[config.mk]
export PLATFORM = sky130hd
export DESIGN_NAME = pipe_ctrl_hazard
export DESIGN_NICKNAME = d
export VERILOG_FILES = /design/src/rtl/pipe_ctrl_hazard.sv
export SDC_FILE = /design/constraint.sdc
export NUM_CORES = 1
export LEC_CHECK = 0
export ABC_AREA = 1
export BUFFER_PORTS_ARGS = -buffer_cell sky130_fd_sc_hd__buf_4
export CAP_MARGIN = 15
export CORE_MARGIN = 3
export CORE_UTILIZATION = 52
export DETAILED_ROUTE_END_ITERATION = 10
export PLACE_DENSITY = 0.83
export SLEW_MARGIN = 25
export SYNTH_ARGS = -nofsm -noshare
export SYNTH_HDL_FRONTEND = slang
export SYNTH_SLANG_ARGS = --single-unit
[constraint.sdc]
create_clock -name clk -period 2 [get_ports clk]
set_input_delay 0.4 -clock clk [delete_from_list [all_inputs] [get_ports clk]]
set_output_delay 0.4 -clock clk [all_outputs]
set_load 0.1 [all_outputs]
[src/rtl/pipe_ctrl_hazard.sv]
// Pipeline control carrier for a 5-stage RISC-V core: ID/EX, EX/MEM, MEM/WB control registers,
// hazard stall/flush and stall counting. Define PIPE_FORWARD_EN to enable EX/MEM and MEM/WB forwarding.
module pipe_ctrl_hazard #(
  parameter int unsigned REG_AW = 5,
  parameter int unsigned CNT_W  = 16
) (
  input  logic              clk,
  input  logic              rst_n,
  input  logic              id_alusrc,
  input  logic              id_memtoreg,
  input  logic              id_regwrite,
  input  logic              id_memread,
  input  logic              id_memwrite,
  input  logic [1:0]        id_aluop,
  input  logic              id_branch,
  input  logic [REG_AW-1:0] id_rs1,
  input  logic [REG_AW-1:0] id_rs2,
  input  logic [REG_AW-1:0] id_rd,
  input  logic              ex_br_taken,
  output logic              pc_we,
  output logic              ifid_we,
  output logic              ifid_flush,
  output logic              ex_alusrc,
  output logic [1:0]        ex_aluop,
  output logic              ex_branch,
  output logic [REG_AW-1:0] ex_rs1,
  output logic [REG_AW-1:0] ex_rs2,
  output logic              mem_memread,
  output logic              mem_memwrite,
  output logic              wb_regwrite,
  output logic              wb_memtoreg,
  output logic [REG_AW-1:0] wb_rd,
  output logic [1:0]        fwd_a,
  output logic [1:0]        fwd_b,
  output logic [CNT_W-1:0]  stall_cnt
);

  typedef struct packed {
    logic              alusrc;
    logic              memtoreg;
    logic              regwrite;
    logic              memread;
    logic              memwrite;
    logic [1:0]        aluop;
    logic              branch;
    logic [REG_AW-1:0] rs1;
    logic [REG_AW-1:0] rs2;
    logic [REG_AW-1:0] rd;
  } idex_t;

  typedef struct packed {
    logic              memtoreg;
    logic              regwrite;
    logic              memread;
    logic              memwrite;
    logic [REG_AW-1:0] rd;
  } exmem_t;

  typedef struct packed {
    logic              regwrite;
    logic              memtoreg;
    logic [REG_AW-1:0] rd;
  } memwb_t;

  idex_t            idex_d, idex_q;
  exmem_t           exmem_d, exmem_q;
  memwb_t           memwb_d, memwb_q;
  logic [CNT_W-1:0] cnt_d, cnt_q;

  logic ex_hit, mem_hit, load_use, stall, hold;

  always_comb begin
    ex_hit   = (idex_q.rd != '0) && ((idex_q.rd == id_rs1) || (idex_q.rd == id_rs2));
    mem_hit  = (exmem_q.rd != '0) && ((exmem_q.rd == id_rs1) || (exmem_q.rd == id_rs2));
    load_use = idex_q.memread && ex_hit;
`ifdef PIPE_FORWARD_EN
    stall    = load_use;
`else
    stall    = load_use || (idex_q.regwrite && ex_hit) || (exmem_q.regwrite && mem_hit);
`endif
    // A taken branch squashes the stalled instruction, so flush wins over stall.
    hold       = stall && !ex_br_taken;
    pc_we      = !hold;
    ifid_we    = !hold;
    ifid_flush = ex_br_taken;
  end

  always_comb begin
    idex_d = '0;
    if (!stall && !ex_br_taken) begin
      idex_d.alusrc   = id_alusrc;
      idex_d.memtoreg = id_memtoreg;
      idex_d.regwrite = id_regwrite;
      idex_d.memread  = id_memread;
      idex_d.memwrite = id_memwrite;
      idex_d.aluop    = id_aluop;
      idex_d.branch   = id_branch;
      idex_d.rs1      = id_rs1;
      idex_d.rs2      = id_rs2;
      idex_d.rd       = id_rd;
    end
    exmem_d.memtoreg = idex_q.memtoreg;
    exmem_d.regwrite = idex_q.regwrite;
    exmem_d.memread  = idex_q.memread;
    exmem_d.memwrite = idex_q.memwrite;
    exmem_d.rd       = idex_q.rd;
    memwb_d.regwrite = exmem_q.regwrite;
    memwb_d.memtoreg = exmem_q.memtoreg;
    memwb_d.rd       = exmem_q.rd;
    cnt_d = cnt_q;
    if (hold && (cnt_q != {CNT_W{1'b1}})) begin
      cnt_d = cnt_q + 1'b1;
    end
  end

  always_comb begin
    fwd_a = 2'b00;
    fwd_b = 2'b00;
`ifdef PIPE_FORWARD_EN
    // EX/MEM holds the younger result, so it is checked first.
    if (exmem_q.regwrite && (exmem_q.rd != '0) && (exmem_q.rd == idex_q.rs1)) begin
      fwd_a = 2'b10;
    end else if (memwb_q.regwrite && (memwb_q.rd != '0) && (memwb_q.rd == idex_q.rs1)) begin
      fwd_a = 2'b01;
    end
    if (exmem_q.regwrite && (exmem_q.rd != '0) && (exmem_q.rd == idex_q.rs2)) begin
      fwd_b = 2'b10;
    end else if (memwb_q.regwrite && (memwb_q.rd != '0) && (memwb_q.rd == idex_q.rs2)) begin
      fwd_b = 2'b01;
    end
`endif
  end

  always_ff @(posedge clk or negedge rst_n) begin
    if (!rst_n) begin
      idex_q  <= '0;
      exmem_q <= '0;
      memwb_q <= '0;
      cnt_q   <= '0;
    end else begin
      idex_q  <= idex_d;
      exmem_q <= exmem_d;
      memwb_q <= memwb_d;
      cnt_q   <= cnt_d;
    end
  end

  assign ex_alusrc    = idex_q.alusrc;
  assign ex_aluop     = idex_q.aluop;
  assign ex_branch    = idex_q.branch;
  assign ex_rs1       = idex_q.rs1;
  assign ex_rs2       = idex_q.rs2;
  assign mem_memread  = exmem_q.memread;
  assign mem_memwrite = exmem_q.memwrite;
  assign wb_regwrite  = memwb_q.regwrite;
  assign wb_memtoreg  = memwb_q.memtoreg;
  assign wb_rd        = memwb_q.rd;
  assign stall_cnt    = cnt_q;

endmodule

* Word level (Yosys, flattened, before mapping)
Cells that the tools add are included.
Word-level totals: bits in registers 55
Operators by class: $add $sub $neg 1, eq/ne operators 5, reductions and logical operators 17, mux-type cells 1
Operators by type and width (count):
- 23-bit 2-to-1 mux | 1
- 5-bit equality test | 4
- 16-bit by 1-bit adder with 16-bit output (second input constant) | 1
- 16-bit != test (second input constant) | 1
- 5-bit nonzero test | 2
- 1-bit logical AND | 8
- 1-bit logical OR | 4
- 1-bit zero test | 3

* Logic depth before layout (Yosys ltp)
depth after elaboration 9, mapped depth 12, depth with buffers taken out 11

* Least setup slack after synthesis
Ideal clock, no wire load.
path kind reg2out, start point register idex_q, in the netlist exmem_d[2], end point output pc_we, required time 1.600 ns, setup slack -0.642 ns, stages on the path, launching flop included 10, arrival 2.242 ns, cell sequence dfrtp_1 > nor3_1 > nand3_1 > o21ai_0 > inv_1 > nand2_4 > nand2_8 > buf_4 > nand2_1 > buf_4
On the way: cells in the longest elaborated chain, start to end 8
Ends and longest elaborated chain:
- from (decl) | line 65 | idex_t idex_d, idex_q;
- from (signal assigned) | line 141 | idex_q <= idex_d;
- 5-bit equality test | line 73 | ex_hit = (idex_q.rd != '0) && ((idex_q.rd == id_rs1) || (idex_q.rd == id_rs2));
- 1-bit logical OR | line 73
- 1-bit logical AND * | line 73
- 1-bit logical AND, on equally long branches | line 75, 79
- 1-bit logical OR * (2 in a row) | line 79 | stall = load_use || (idex_q.regwrite && ex_hit) || (exmem_q.regwrite && mem_hit);
- 1-bit logical AND * | line 82 | hold = stall && !ex_br_taken;
- 1-bit zero test *
- to (decl) | line 20 | output logic pc_we,
Mark *: on every way between the ends. The rest lies on a longest branch, timed or not.

* Worst setup path after layout
start point register exmem_q[0] (netlist name), end point output ifid_we
On the way: cells in the longest elaborated chain, start to end 7
Ends and longest elaborated chain:
- from (decl) | line 66 | exmem_t exmem_d, exmem_q;
- from (signal assigned) | line 142 | exmem_q <= exmem_d;
- 5-bit equality test | line 74 | mem_hit = (exmem_q.rd != '0) && ((exmem_q.rd == id_rs1) || (exmem_q.rd == id_rs2));
- 1-bit logical OR | line 74
- 1-bit logical AND * | line 74
- 1-bit logical AND * | line 79
- 1-bit logical OR * | line 79
- 1-bit logical AND * | line 82
- 1-bit zero test * | line 84 | ifid_we = !hold;
- to (decl) | line 21 | output logic ifid_we,
Marked as above.

==> summary.md <==
| Metric | Value |
|---|---|
| Outcome | finished, violations left |
| Failing checks | negative setup slack |
| Setup crit start kind | flop |
| TNS Setup | -149 ps |
| Clock sink count | 55 |
| Clk buf depth | 2 |
| Endpoint class of the critical path | output port |
| Initial core utilization | 0.549 |
| R2r setup slk | around 150 ps |
| Die span in x | about 78 µm |
| Port Buffers | 67 |
| Worst Path Max Fanout | 5 |
| Via density per instance | 4.81 |
| Num CTS Buffers | 5 |
| DP HPWL | between 4000 and 5000 µm |
| Commonest non-fill, non-tap cell in the layout | nand2_1 |
| Crit-path cells | xor2_1, nor2_1, nand3_1, nand2_1, nand2_2, nand2_8, nand2_8, buf_12 |
| Worst R2R Path Depth | 11 |
| WP buf/inv | 1 |
| Largest net degree at the start of global routing | 56 |
| Seq/Total Area, Yosys | 0.517 |
| Number of global-route vias before repair | 2119 |
| Placed Area | 3210 µm² |
| WHS | roughly 120 ps |
| Hold-fix buffers at CTS | 0 |
| Global-route wire length before repair | 9670 µm |
| Core outline area | 4850 µm² |
| Pwr Total | ~2700 µW |
| Synth Register Bits | 55 |
| Required time of the critical path | 1600 ps |
| Final hold vios | 0 |
| Synthesized area per cell | approximately 8.6 µm² |
| Clock Latency Late Sink | between 300 and 400 ps |
| Rows | 25 |
| Leak Pwr | 0.00185 µW |
| DRT antenna net count | 0 |
| Post-layout min period | 2070 ps |
| Detailed Route WL | 5690 µm |
| Max-slew headroom | 0.555 |
| Die ar. | between 6000 and 7000 µm² |
| Clock transition at path regs | roughly 100 ps |
| Max_cap viols | 0 |
| VDD IR max | 0.615 mV |
| Initial DRC count | just over 90 |
| Number of synthesis warnings | 0 |
| Detailed Routing Iterations Pass 1 | 4 |
| Seq. cell area | 1390 µm² |
| CTS tree | built |
| Layout cell share with drive strength beyond 1 | 0.332 |
| Chip height | 77.5 µm |
| Nets | 408 |
| CP Class | flop to output port |
| GR Overflow Total | 0 |
| Netlist cell types | 24 |
| Total number of vias | 2161 |
| Multi-input combinational cell area | 1070 µm² |
| EDFF count, synth | 0 |
| Ant. Diodes | 0 |
| RSZ-0062 raised after global routing | true |
| CTS root buf | clkbuf_8 |
| GRT Total Usage | 0.200 |
| Asr flop ratio synth | 1.00 |
| F_max | 0.482 GHz |
| Mapped Area | roughly 2700 µm² |
| Final Max Tran Viols | 0 |
| Final core utilization | 0.699 |
| Data arrival time of the critical path | 1670 ps |
| Cell Pwr Density | roughly 810 nW/µm² |
| H-tree depth | 2 |
| Initial antenna violation count | 0 |
| Worst path top cell family by delay | simple AND/OR/NAND/NOR gates |
| Top FF cell, synth | dfrtp_1 |
| Syn Inst Count | slightly above 300 |
| Filler Cell Count | between 300 and 400 |
| Final setup vio count | 2 |
| Slowest CP cell | dfrtp_1 |
| Crit Reg-Reg Startpoint | exmem_q[0]$_DFF_PN0_ |
| Reg-to-Reg End | stall_cnt[9]$_DFFE_PN0P_ |
| # DRC | 0 |
| Hold WC Path Type | primary input to async pin |
| Final Skew | 9.19 ps |
| Most common cell on crit path | nand2_8 |
| Wire length per cell | 12.7 µm |
| I/O pins | between 70 and 80 |
| Final worst slack | -74.8 ps |
| Worst slew pin tran | 668 ps |
| Max stage delay on crit path | 460 ps |
| RePlAce Congestion | 0.930 |
| Commonest cells after routing, fill and taps aside | nand2_1 (80), buf_4 (72), nor2_1 (48), dfrtp_1 (42), inv_1 (31) |
| Final Cell Area | approximately 3400 µm² |
| Final Cycle Share | 1.04 |
| Area Growth Syn to Fin | 27.4% |
[worst reg2reg max path, stage by stage, from the launching register on]
cell and delay [ps]:
dfrtp_1 460, xor2_1 160, nor2_1 120, nand3_1 100
nand2_1 100, nand2_2 100, nand2_8 90, buf_4 100
buf_4 110, nand3_4 200, nand2_1 140, nand2_1 60
[Yosys cell counts (3+ instances only)]
cell,n,area [µm²]
nand2_1,81,304
dfrtp_1,55,1380
nor2_1,48,180
inv_1,33,124
nand4_1,17,106
nand2_2,12,75.1
nand3_1,12,60.1
xnor2_1,10,87.6
buf_4,7,52.6
inv_2,7,26.3
xor2_1,7,61.3
buf_2,3,15.0
nor3_2,3,30.0
[routing by layer]
layer	vias up	part of all wire	wire, µm	track usage
li1	1077	-	-	-
met1	1017	0.43	2460	0.256
met2	59	0.50	2850	0.340
met3	8	0.051	292	0.0429
met4	0	0.014	80	0.0623
met5	-	0	0	0
[area by class of cell]
cell class                      instances  share of cell area
Tap cell                               67              0.0247
Timing Repair Buffer                   74               0.171
Multi-Input combinational cell        205               0.315
Inverter                               40              0.0443
Sequential cell                        55               0.411
Clock inverter                          3              0.0140
Clock buffer                            5              0.0203
[per-stage QoR]
stage          worst slack (ps)  instances
2_1_floorplan              12.5        313
3_3_place_gp                167        436
3_5_place_dp                136        436
4_1_cts                   -34.8        447
5_1_grt                    -166        449
6_report                  -74.8        449
[worst max path at each step]
stage	from	to	slack [ps]	cells past startpoint
floorplan	stall_cnt[14]$_DFFE_PN0P_	stall_cnt[14]$_DFFE_PN0P_	10	7
global placement	id_rs1[4]	ifid_we	170	11
detailed placement	id_rs2[2]	ifid_we	140	11
CTS	exmem_q[3]$_DFF_PN0_	ifid_we	-30	10
global route	exmem_q[0]$_DFF_PN0_	ifid_we	-170	8
finish	exmem_q[0]$_DFF_PN0_	ifid_we	-70	8
[power by group]
part | switching (µW) | internal [µW] | total, µW
Combinational | 575 | 172 | 748
Clock | 366 | 380 | 746
Sequential | 66.5 | 1180 | 1250
Total | 1010 | 1730 | 2740
[registers in the layout (all words and copies together) (netlist names)]
signal,cells
ex_aluop,2
exmem_d,9
ex_rs2,5
ex_rs1,5
wb_rd,5
ex_alusrc,1
exmem_q,7
wb_memtoreg,1
mem_memread,1
wb_regwrite,1
ex_branch,1
mem_memwrite,1
stall_cnt,16
[kinds of logic (layout without fill, tap and decap cells)]
group | after synthesis | in the layout | synth area share
AOI/OAI and AO/OA | 2 | 2 | 0.00376
xor gates and xnor gates | 17 | 17 | 0.0560
adders and majority gates | 1 | 1 | 0.00470
buffers and inverters | 53 | 122 | 0.0922
DFF | 55 | 55 | 0.517
other | 1 | 4 | 0.00141
and+or+nand+nor | 181 | 181 | 0.325
[what timing repair did]
item / 4_1_cts / 5_1_grt
pin swaps: 7 / 4
setup buffers: 3 / 2
endpoints found under the setup margin: 2 / 3
resized for setup: 9 / 0
No activity file was read; power rests on OpenSTA's default activity.
